## src/rtl/mul_div_unit.sv

```systemverilog
// mul_div_unit: iterative 32-cycle multiply/divide unit with HI/LO result registers.
// Multiplication is radix-2 shift-add and division is restoring shift-subtract.
// Both work on operand magnitudes, and the signs are applied in a final FIX cycle.
module mul_div_unit #(
  parameter int WIDTH = 32
) (
  input  logic             clock,
  input  logic             reset,
  input  logic             start,
  input  logic [2:0]       md_Control,
  input  logic [WIDTH-1:0] src_A,
  input  logic [WIDTH-1:0] src_B,
  output logic             busy,
  output logic             done,
  output logic [WIDTH-1:0] hi,
  output logic [WIDTH-1:0] lo,
  output logic             div_By_Zero
);

  localparam logic [2:0] OP_MTHI = 3'b100;
  localparam logic [2:0] OP_MTLO = 3'b101;
  localparam logic [4:0] LAST_STEP = 5'(WIDTH - 1);

  typedef enum logic [1:0] {
    IDLE,
    RUN,
    FIX
  } state_t;

  state_t state;
  state_t state_next;

  logic       accept_op;
  logic       step_en;
  logic       fix_en;
  logic       write_hi;
  logic       write_lo;
  logic [4:0] count;

  // Latched operation context; it is captured only when an op is accepted.
  logic             is_div;
  logic             neg_a;
  logic             neg_b;
  logic [WIDTH-1:0] a_mag;
  logic [WIDTH-1:0] b_mag;

  // Working registers.
  // Multiply: acc is the upper product half; shreg is the multiplier, shifted out as product bits arrive.
  // Divide: acc is the partial remainder; shreg is the dividend, shifted out as quotient bits arrive.
  logic [WIDTH-1:0] acc;
  logic [WIDTH-1:0] shreg;

  logic             op_signed;
  logic             src_a_neg;
  logic             src_b_neg;
  logic [WIDTH-1:0] src_a_mag;
  logic [WIDTH-1:0] src_b_mag;

  logic [WIDTH:0]   mul_sum;
  logic [WIDTH:0]   div_shift;
  logic             div_fits;
  logic [WIDTH-1:0] div_diff;
  logic [WIDTH-1:0] acc_step;
  logic [WIDTH-1:0] shreg_step;

  logic [2*WIDTH-1:0] product;
  logic [2*WIDTH-1:0] product_fixed;
  logic [WIDTH-1:0]   quot_fixed;
  logic [WIDTH-1:0]   rem_fixed;
  logic [WIDTH-1:0]   dividend_raw;
  logic               div_zero;
  logic [WIDTH-1:0]   fix_hi;
  logic [WIDTH-1:0]   fix_lo;
  logic               fix_dbz;

  // Operand sign handling at accept time.
  // Codes 000 and 010 are the signed ops, and bit 0 clear marks them.
  always_comb begin
    op_signed = ~md_Control[0];
    src_a_neg = op_signed & src_A[WIDTH-1];
    src_b_neg = op_signed & src_B[WIDTH-1];
    src_a_mag = src_a_neg ? -src_A : src_A;
    src_b_mag = src_b_neg ? -src_B : src_B;
  end

  // State register; reset aborts any operation in flight.
  always_ff @(posedge clock) begin
    if (!reset) begin
      state <= IDLE;
    end else begin
      state <= state_next;
    end
  end

  // Next-state logic and control strobes; MTHI/MTLO complete in IDLE without entering RUN.
  always_comb begin
    state_next = state;
    accept_op  = 1'b0;
    step_en    = 1'b0;
    fix_en     = 1'b0;
    write_hi   = 1'b0;
    write_lo   = 1'b0;
    busy       = 1'b0;
    case (state)
      IDLE: begin
        if (start) begin
          if (!md_Control[2]) begin
            accept_op  = 1'b1;
            state_next = RUN;
          end else if (md_Control == OP_MTHI) begin
            write_hi = 1'b1;
          end else if (md_Control == OP_MTLO) begin
            write_lo = 1'b1;
          end
        end
      end
      RUN: begin
        busy    = 1'b1;
        step_en = 1'b1;
        if (count == LAST_STEP) begin
          state_next = FIX;
        end
      end
      FIX: begin
        busy       = 1'b1;
        fix_en     = 1'b1;
        state_next = IDLE;
      end
      default: begin
        state_next = IDLE;
      end
    endcase
  end

  // One iteration step: a conditional add then a right shift (mul), or a trial subtract then a left shift (div).
  always_comb begin
    mul_sum    = {1'b0, acc} + (shreg[0] ? {1'b0, a_mag} : {(WIDTH+1){1'b0}});
    div_shift  = {acc, shreg[WIDTH-1]};
    div_fits   = (div_shift >= {1'b0, b_mag});
    div_diff   = div_shift[WIDTH-1:0] - b_mag;
    acc_step   = mul_sum[WIDTH:1];
    shreg_step = {mul_sum[0], shreg[WIDTH-1:1]};
    if (is_div) begin
      acc_step   = div_fits ? div_diff : div_shift[WIDTH-1:0];
      shreg_step = {shreg[WIDTH-2:0], div_fits};
    end
  end

  // Datapath registers: capture magnitudes on accept, then iterate once per RUN cycle.
  always_ff @(posedge clock) begin
    if (!reset) begin
      count  <= 5'd0;
      is_div <= 1'b0;
      neg_a  <= 1'b0;
      neg_b  <= 1'b0;
      a_mag  <= '0;
      b_mag  <= '0;
      acc    <= '0;
      shreg  <= '0;
    end else if (accept_op) begin
      count  <= 5'd0;
      is_div <= md_Control[1];
      neg_a  <= src_a_neg;
      neg_b  <= src_b_neg;
      a_mag  <= src_a_mag;
      b_mag  <= src_b_mag;
      acc    <= '0;
      shreg  <= md_Control[1] ? src_a_mag : src_b_mag;
    end else if (step_en) begin
      count <= count + 5'd1;
      acc   <= acc_step;
      shreg <= shreg_step;
    end
  end

  // Sign fix-up and divide-by-zero override.
  // The raw dividend is rebuilt from its magnitude, so the original src_A value need not be stored.
  always_comb begin
    product       = {acc, shreg};
    product_fixed = (neg_a ^ neg_b) ? -product : product;
    quot_fixed    = (neg_a ^ neg_b) ? -shreg : shreg;
    rem_fixed     = neg_a ? -acc : acc;
    dividend_raw  = neg_a ? -a_mag : a_mag;
    div_zero      = (b_mag == '0);
    fix_dbz       = 1'b0;
    if (!is_div) begin
      fix_hi = product_fixed[2*WIDTH-1:WIDTH];
      fix_lo = product_fixed[WIDTH-1:0];
    end else if (div_zero) begin
      fix_hi  = dividend_raw;
      fix_lo  = '1;
      fix_dbz = 1'b1;
    end else begin
      fix_hi = rem_fixed;
      fix_lo = quot_fixed;
    end
  end

  // HI/LO and status outputs.
  // They hold their values between ops, done pulses for the single FIX cycle, and div_By_Zero clears on a new accept.
  always_ff @(posedge clock) begin
    if (!reset) begin
      hi          <= '0;
      lo          <= '0;
      done        <= 1'b0;
      div_By_Zero <= 1'b0;
    end else begin
      done <= fix_en;
      if (accept_op) begin
        div_By_Zero <= 1'b0;
      end
      if (fix_en) begin
        hi          <= fix_hi;
        lo          <= fix_lo;
        div_By_Zero <= fix_dbz;
      end
      if (write_hi) begin
        hi <= src_A;
      end
      if (write_lo) begin
        lo <= src_A;
      end
    end
  end

endmodule

```

## config.mk

```make
export PLATFORM = sky130hd
export DESIGN_NAME = mul_div_unit
export DESIGN_NICKNAME = d
export VERILOG_FILES = /design/src/rtl/mul_div_unit.sv
export SDC_FILE = /design/constraint.sdc
export NUM_CORES = 1
export LEC_CHECK = 0
export CORE_MARGIN = 1.5
export CORE_UTILIZATION = 45
export CTS_CLUSTER_SIZE = 12
export DETAILED_ROUTE_END_ITERATION = 8
export SLEW_MARGIN = 20
export SYNTH_ARGS = -nofsm -noshare
export SYNTH_HDL_FRONTEND = slang
export SYNTH_SLANG_ARGS = --single-unit
export TNS_END_PERCENT = 100
```

## constraint.sdc

```tcl
create_clock -name clock -period 7.5 [get_ports clock]
set_clock_uncertainty 0.05 [all_clocks]
set_input_delay 1.5 -clock clock [delete_from_list [all_inputs] [get_ports clock]]
set_output_delay 1.5 -clock clock [all_outputs]
set_load 0.02 [all_outputs]
```

-- Yosys cells after proc, flatten, opt, wreduce, memory -nomap -nowiden
Index checks and enable logic that the tools add are counted.
- magnitude comparators: 1
- add/sub/neg operators: 9
- eq/ne operators: 8
- bitwise logic cells: 5
- reductions and logical operators: 9
- multiplexer cells: 44
- operator list (cell ; number):
    32-bit two-way mux ; 20
    32-bit negator ; 5
    64-bit two-way mux ; 1
    64-bit negator ; 1
    32-bit by 32-bit adder with 33-bit output ; 1
    33-bit by 32-bit greater-or-equal comparator with 1-bit output ; 1
    32-bit logical NOT ; 1
    32-bit subtractor ; 1
    1-bit two-way mux ; 19
    2-bit nonzero test ; 4
    3-bit == test, second input constant ; 2
    2-bit two-way mux ; 3
    2-bit inequality test, second input constant ; 3
    5-bit by 1-bit adder with 5-bit output, second input constant ; 1
    5-bit == test, second input constant ; 1
    2-bit case mux with 2 select lines ; 1
    2-bit OR reduction ; 2
    3-bit AND reduction ; 1
    1-bit AND ; 2
    2-bit by 1-bit == test with 1-bit output, second input constant ; 1
    2-bit == test, second input constant ; 1
    2-bit logical NOT ; 1
    1-bit inverter ; 2
    1-bit XOR ; 1
- output and inout bits: 67
- word-level logic and storage cells: 89
- bits in registers: 204

-- Depth between registers and ports, before layout
Gate-level depths: netlist (run 1).
- word-level depth: 7
- mapped depth: 15
- mapped depth without buffers: 14

-- Worst setup path after synthesis (run 1)
OpenSTA, ideal clock, no wires.
- kind: in2reg
- start point: input port src_B[6]
- end point: register shreg[26]
- buffers on the path: 0
- data arrival time: 3671 ps
- path slack: 3652 ps
- cell stages on the path: 10
- cell sequence: or4_1 -> nor4b_2 -> nand2_1 -> nor3_2 -> nand2_1 -> o41ai_1 -> xor2_1 -> mux2i_1 -> a21oi_1 -> nor2_1
- longest elaborated chain between the ends: 4
- RTL lines (item ; line ; RTL):
    from (decl) ; 12 ; input logic [WIDTH-1:0] src_B,
    32-bit negator ; 83 ; src_b_mag = src_b_neg ? -src_B : src_B;
    32-bit two-way mux ; 83 ;
    32-bit two-way mux ; 168 ; shreg <= md_Control[1] ? src_a_mag : src_b_mag;
    32-bit two-way mux ; 160 ; end else if (accept_op) begin
    to (signal assigned) ; 168 ;
    to (signal assigned) ; 172 ; shreg <= shreg_step;
    to (decl) ; 51 ; logic [WIDTH-1:0] shreg;
No other way between the ends.
A chain may end at the register's enable or synchronous reset.

-- Worst setup path in the final report (run 1)
- start point: input port md_Control[1]
- end point: register lo[1]
- longest elaborated chain between the ends: 7
- elaborated cells between the ends (all ways): 9
- classes of those cells: eq/ne (2); mux (6); reduce/logical (1)
- RTL lines (item ; line ; RTL):
    from (decl) ; 10 ; input logic [2:0] md_Control,
    3-bit == test ; 112 ; end else if (md_Control == OP_MTLO) begin
    1-bit two-way mux ; 112 ;
    1-bit two-way mux * ; 110 ; end else if (md_Control == OP_MTHI) begin
    1-bit two-way mux * ; 107 ; if (!md_Control[2]) begin
    1-bit two-way mux * ; 106 ; if (start) begin
    1-bit two-way mux * ; 104 ; case (state)
    32-bit two-way mux / 2-bit nonzero test (equally long branches) ; n/a ;
    to (signal assigned) ; 214 ; lo <= fix_lo;
    to (signal assigned) ; 221 ; lo <= src_A;
    to (decl) ; 16 ; output logic [WIDTH-1:0] lo,
Mark *: on every way between the ends. The rest lies on a longest branch, timed or not.

==> impl_metrics.tcl, run 1 <==
set metrics [dict create \
    wire_per_inst_um 23.23 \
    grt_pass1_vias 17180 \
    dr.pass1.iters 5 \
    die_y_um 199.6 \
    place.gp.congestion 0.9678 \
    core_area_mm2 0.03784 \
    layout_common_cells "268 x a21oi_1, 256 x nor2_1, 252 x nand2_1" \
    numClockSinks 204 \
    layout_commonest_cell "a21oi_1" \
    io_buffers 136 \
    grt_remaining_overflow 0 \
    clk_pin_slew_worst_paths_ps 60 \
    ios 137 \
    p_sw_mw 1.366 \
    syn_inst 2411 \
    grt_pass1_wl_um 103100 \
    ant_nets 0 \
    synth_nets 2557 \
    leakagePower_nw 7.608 \
    hold_class "reg2reg" \
    async_reset_ff_share_pct 0 \
    worstSetupEndpointType "flop" \
    fin_tns_setup_ps 0 \
    hold_buffers 0 \
    combPwrFrac_pct 30.3 \
    hold_viol 0 \
    ys_warn_count 0 \
    postCtsSetupBuffers 0 \
    insertion_delay_ps 560 \
    dpl.hpwl_um 52110 \
    cts_tree "built" \
    seq_power_share_pct 33.8 \
    drive_above_1_share_pct 5.311 \
    synth_seq_area_share_pct 23.48 \
    p_clk_share_pct 35.9 \
    rsz0062_at_grt "no" \
    cts.htree.levels 1 \
    cap_violations 0 \
    drt_iter0_drc 1750 \
    cp.required_ps 7840 \
    dr_total_vias 18190 \
    grt_usage_pct 33.91 \
    cts_buffer_depth 3 \
    synth_edf_count 0 \
    viasPerCell 6.188 \
    vdd_drop_max_mv 0.1405 \
    timing.fmax_mhz 221.4 \
    drc 0 \
    netlist_area_mm2 0.01739 \
    wl_um 68290 \
    start_util_pct 45.96 \
    status "completed" \
    fin_crit_ps 4517 \
    slew_viol_final 0 \
    power_per_cell_area_mw_per_mm2 191.4 \
    ys.flop_type "dfxtp_1" \
    critical_path_class "in2reg" \
    antenna_found_initial 1 \
    nNetsFinal 2556 \
    utilization_pct 52.33 \
    cts_buffers 26 \
    die_x_um 199.6 \
    worst_pin_slew_ps 1113 \
    setup_viol 0 \
    yosysUniqueCellTypes 85 \
    fin_ws_ps 2983 \
    relSlewSlack_pct 25.79 \
    arrival_ps 4860 \
    antenna_cells 0 \
    dpl_worst_slack_ps 2148 \
    power.total_mw 3.790 \
    hold_slack_ps 437.3 \
    min_period_over_period_pct 60.23 \
    cp-start-kind "primary input" \
    sw_frac_of_total_pct 36.03 \
    ys_ff_latch 204 \
    synth.avg_cell_area_um2 7.214 \
    p_int_mw 2.424 \
    syn2layout_area_growth_pct 13.85 \
    grt_max_degree 100 \
    crit_fanout 65 \
    die-area_mm2 0.03984 \
    cts-root-buf "clkbuf_16" \
    cts_resized 0 \
    rows 71 \
]
power groups by stage:
stage	registers [mW]	logic (mW)	clock network, mW
after global placement	1.29	1.12	0
after floorplan	1.23	0.816	0
after detailed placement	1.30	1.13	0
after global routing	1.28	1.25	1.42
after CTS	1.27	1.13	1.37
final	1.28	1.15	1.36
Yosys cell counts (39+ instances only):
master	count	share of area [%]
nand2_1	253	5.5
dfxtp_1	204	23
o211ai_1	81	3.5
and2_1	39	1.4
clkbuf_1	168	3.6
ha_1	74	5.3
nand3_1	51	1.5
o21ai_0	121	3.5
nor2_1	258	5.6
nor3_1	57	1.6
a211oi_1	87	3.8
mux2i_1	52	3.0
inv_1	79	1.7
a21oi_1	268	7.7
xor2_1	68	3.4
xnor2_1	139	7.0
a21o_1	43	1.9
stage by stage:
stage	area (um^2)	cells
2_1_floorplan	17390	2411
3_5_place_dp	18890	2893
5_1_grt	19800	2940
4_1_cts	19800	2940
3_3_place_gp	18890	2893
6_report	19800	2940
path summary, 6_finish.rpt:
check	end	from	slack [ps]	cells after the start
max	lo[1]$_SDFFE_PN0P_	md_Control[1]	2980	9
min	b_mag[31]$_SDFFE_PN0P_	b_mag[31]$_SDFFE_PN0P_	440	2
max reg2reg	acc[14]$_SDFFE_PP0P_	acc[3]$_SDFFE_PP0P_	3420	12
min reg2reg	b_mag[31]$_SDFFE_PN0P_	b_mag[31]$_SDFFE_PN0P_	440	2
flip-flops by register name (all words and copies together), names as in the netlist:
name and flops:
state 2, neg_a 1, hi 32, div_By_Zero 1
neg_b 1, a_mag 32, lo 32, is_div 1
shreg 32, acc 32, b_mag 32, done 1
count 5
area by class of cell:
cell class,instances,area [um^2]
clock inverter,10,172.7
inverter,80,301.5
sequential,204,4089
tap,511,639.4
multi-input combinational,1939,12330
timing repair buffer,159,1529
clock buffer,37,742.0
fill,3771,18040
routing by layer:
| metal | vias to the layer above | wire [um] | track usage [%] |
|---|---|---|---|
| met5 | - | 0 | 0 |
| met4 | 0 | 2546 | 13.12 |
| met3 | 126 | 4222 | 3.932 |
| met2 | 691 | 32470 | 56.53 |
| met1 | 8724 | 29050 | 44.60 |
| li1 | 8652 | - | - |
logic make-up (layout without fill, tap and decap cells):
kind of cell               Yosys count  in the layout  share of synthesized area (%)
AOI/OAI and AO/OA                  765            765                          27.73
muxes                               76             76                          4.870
adders and majority gates           76             76                          5.554
and+or+nand+nor                    815            815                          21.98
DFF                                204            204                          23.48
xor gates and xnor gates           207            207                          10.42
buffers and inverters              268            286                          5.956
worst max-delay path, cell delays in order:
cell,delay (ps)
clkdlybuf4s50_1,1170
inv_1,110
buf_4,290
nand4_1,250
inv_1,90
nand2_2,70
buf_4,490
and2_2,670
a311oi_1,170
No activity file was read; power rests on OpenSTA's default activity.
==> run 2: changes to the inputs <==
PLACE_DENSITY = 0.67   (was unset)
clock period = 3.75 ns   (was 7.5 ns; I/O delays follow)
==> run 2 against run 1 <==
Against the previous run:
- count of clock-buffer cells in the layout down 5
- first-iteration DRC count up 6.4%
- die area unchanged
- sequential share of layout area down 0.98 points
- global-route usage up 0.57 points
- sequential power up 94%
- critical endpoint is now acc[22]$_SDFFE_PP0P_
- setup slack worse by 2800 ps
- hold slack about the same
- critical path depth up 3
- combinational power up 130%
==> impl_metrics.tcl, run 2 (synthesized netlist as in run 1, its figures left out) <==
set metrics [dict create \
    dr.pass1.iters 6 \
    hold_depth 2 \
    hold_slack_ps 437.4 \
    r2r-end "acc[22]$_SDFFE_PP0P_" \
    cp-start-kind "flop" \
    worst-path-buf-inv 2 \
    crit_cells 12 \
    drt_iter0_drc 1862 \
    dpl_worst_slack_ps 6.099 \
    power_per_cell_area_mw_per_mm2 362.4 \
    core_area_mm2 0.03784 \
    place.gp.congestion 0.9716 \
    multi_input_area_mm2 0.01234 \
    fin_crit_ps 3568 \
    final_cell_area_mm2 0.02079 \
    die-area_mm2 0.03984 \
    dpl.cell_count 3030 \
    grt_remaining_overflow 0 \
    hold_buffers 0 \
    top_layer_used "met5" \
    cts-root-buf "clkbuf_16" \
    dpl.hpwl_um 54000 \
    grt_usage_pct 34.47 \
    dr_total_vias 19100 \
    crit_fanout 38 \
    io_buffers 136 \
    status "completed" \
    clk_pin_slew_worst_paths_ps 60 \
    start_util_pct 45.96 \
    relSlewSlack_pct 43.60 \
    min_period_over_period_pct 95.15 \
    syn2layout_area_growth_pct 19.55 \
    layout_commonest_cell "a21oi_1" \
    p_clk_share_pct 32.7 \
    vdd_drop_max_mv 0.4274 \
    wl_met1_um 28150 \
    viasPerCell 6.214 \
    crit_slowest_cell "a311o_1" \
    arrival_ps 3920 \
    route.met3.wl_um 6114 \
    worst_pin_slew_ps 841.8 \
    cts_tree "built" \
    cts_buffers 25 \
    cp.required_ps 4100 \
    seq_area_mm2 0.004089 \
    final_cells 3073 \
    sw_frac_of_total_pct 35.98 \
    leakagePower_nw 8.279 \
    antenna_cells 0 \
    timing.fmax_mhz 280.3 \
    wl_met2_um 32290 \
    rsz0062_at_grt "no" \
    slowest_delay_ps 410 \
    antenna_found_initial 1 \
    seq_power_share_pct 33.0 \
    rrSetupSlack_ps 180 \
    wire_per_inst_um 22.65 \
    ant_nets 0 \
    fin_tns_setup_ps 0 \
    cts_buffer_depth 3 \
    grt_pass1_wl_um 104800 \
    die_y_um 199.6 \
    hold_class "reg2reg" \
    grt_pass1_vias 18110 \
    crit_chain "inv_1 -> ha_1 -> a21o_1 -> a211o_1 -> o31a_1 -> a311o_1 -> a21o_1 -> a21oi_4 -> buf_12 -> mux2_2 -> o21ai_0 -> o21ai_0" \
    utilization_pct 54.95 \
    drive_above_1_share_pct 10.38 \
    numClockSinks 204 \
    fin_ws_ps 182.0 \
    rr_startpoint "b_mag[10]$_SDFFE_PN0P_" \
    ios 137 \
    insertion_delay_ps 550 \
    die_x_um 199.6 \
    grt_max_degree 142 \
    rows 71 \
    wl_um 69610 \
    nFillCells 3768 \
    cap_violations 0 \
    drc 0 \
    p_sw_mw 2.711 \
    slew_viol_final 0 \
    placed_area_mm2 0.01997 \
    reg2regPathDepth 12 \
    worstSetupEndpointType "flop" \
    hold_viol 0 \
    layout_common_cells "268 x a21oi_1, 256 x nor2_1, 252 x nand2_1" \
    p_int_mw 4.824 \
    whs_endpoint "b_mag[31]$_SDFFE_PN0P_" \
    holdCritStartpoint "b_mag[31]$_SDFFE_PN0P_" \
    cts.htree.levels 1 \
    nNetsFinal 2692 \
    power.total_mw 7.535 \
    cp_top_family "compound AO/OA/AOI/OAI gates" \
    critical_path_class "reg2reg" \
    setup_viol 0 \
    combPwrFrac_pct 34.4 \
]
run 2: changes by cell type in the layout (fill, tap and decap cells not counted), moves of 2 or more:
cell / before / now
buf_4: 23 / 156
clkbuf_1: 6 / 4
buf_12: 0 / 4
clkbuf_8: 5 / 3
clkinv_2: 3 / 8
run 2: routing by layer:
layer,up-vias,track usage [%]
met5,-,1.405
met4,4,13.42
met3,174,6.059
met2,855,57.57
met1,9123,43.85
li1,8941,-
run 2: layout make-up:
class                      count  share of cell area [%]
multi-input combinational   1939                   59.35
sequential                   204                   19.66
timing repair buffer         296                   12.54
clock buffer                  32                   3.279
tap                          511                   3.075
inverter                      80                   1.450
clock inverter                11                  0.6438
run 2: what timing repair did:
item	4_1_cts	5_1_grt
endpoints found under the setup margin	0	3
buffers inserted	0	0
gates resized for setup	0	2
run 2: power groups by stage:
stage	registers [mW]	clock network, mW	logic, mW
2_1_floorplan	2.46	0	1.63
3_3_place_gp	2.52	0	2.50
3_5_place_dp	2.52	0	2.52
4_1_cts	2.47	2.48	2.54
5_1_grt	2.49	2.57	2.78
6_report	2.48	2.46	2.59
run 2: worst max-delay path by stage:
| stage | startpoint | endpoint | slack (ps) |
|---|---|---|---|
| floorplan | acc[3]$_SDFFE_PP0P_ | acc[20]$_SDFFE_PP0P_ | 490 |
| finish | b_mag[10]$_SDFFE_PN0P_ | acc[22]$_SDFFE_PP0P_ | 180 |
| CTS | shreg[0]$_SDFFE_PN0P_ | acc[29]$_SDFFE_PP0P_ | 210 |
| detailed placement | src_A[6] | shreg[30]$_SDFFE_PN0P_ | 6 |
| global route | shreg[31]$_SDFFE_PN0P_ | acc[30]$_SDFFE_PP0P_ | 40 |
| global placement | src_B[6] | shreg[26]$_SDFFE_PN0P_ | 90 |
run 2: worst min-delay path, cell delays in order (launching register included):
cell     delay, ps
dfxtp_1        320
nand2_1         60
a21oi_1         60
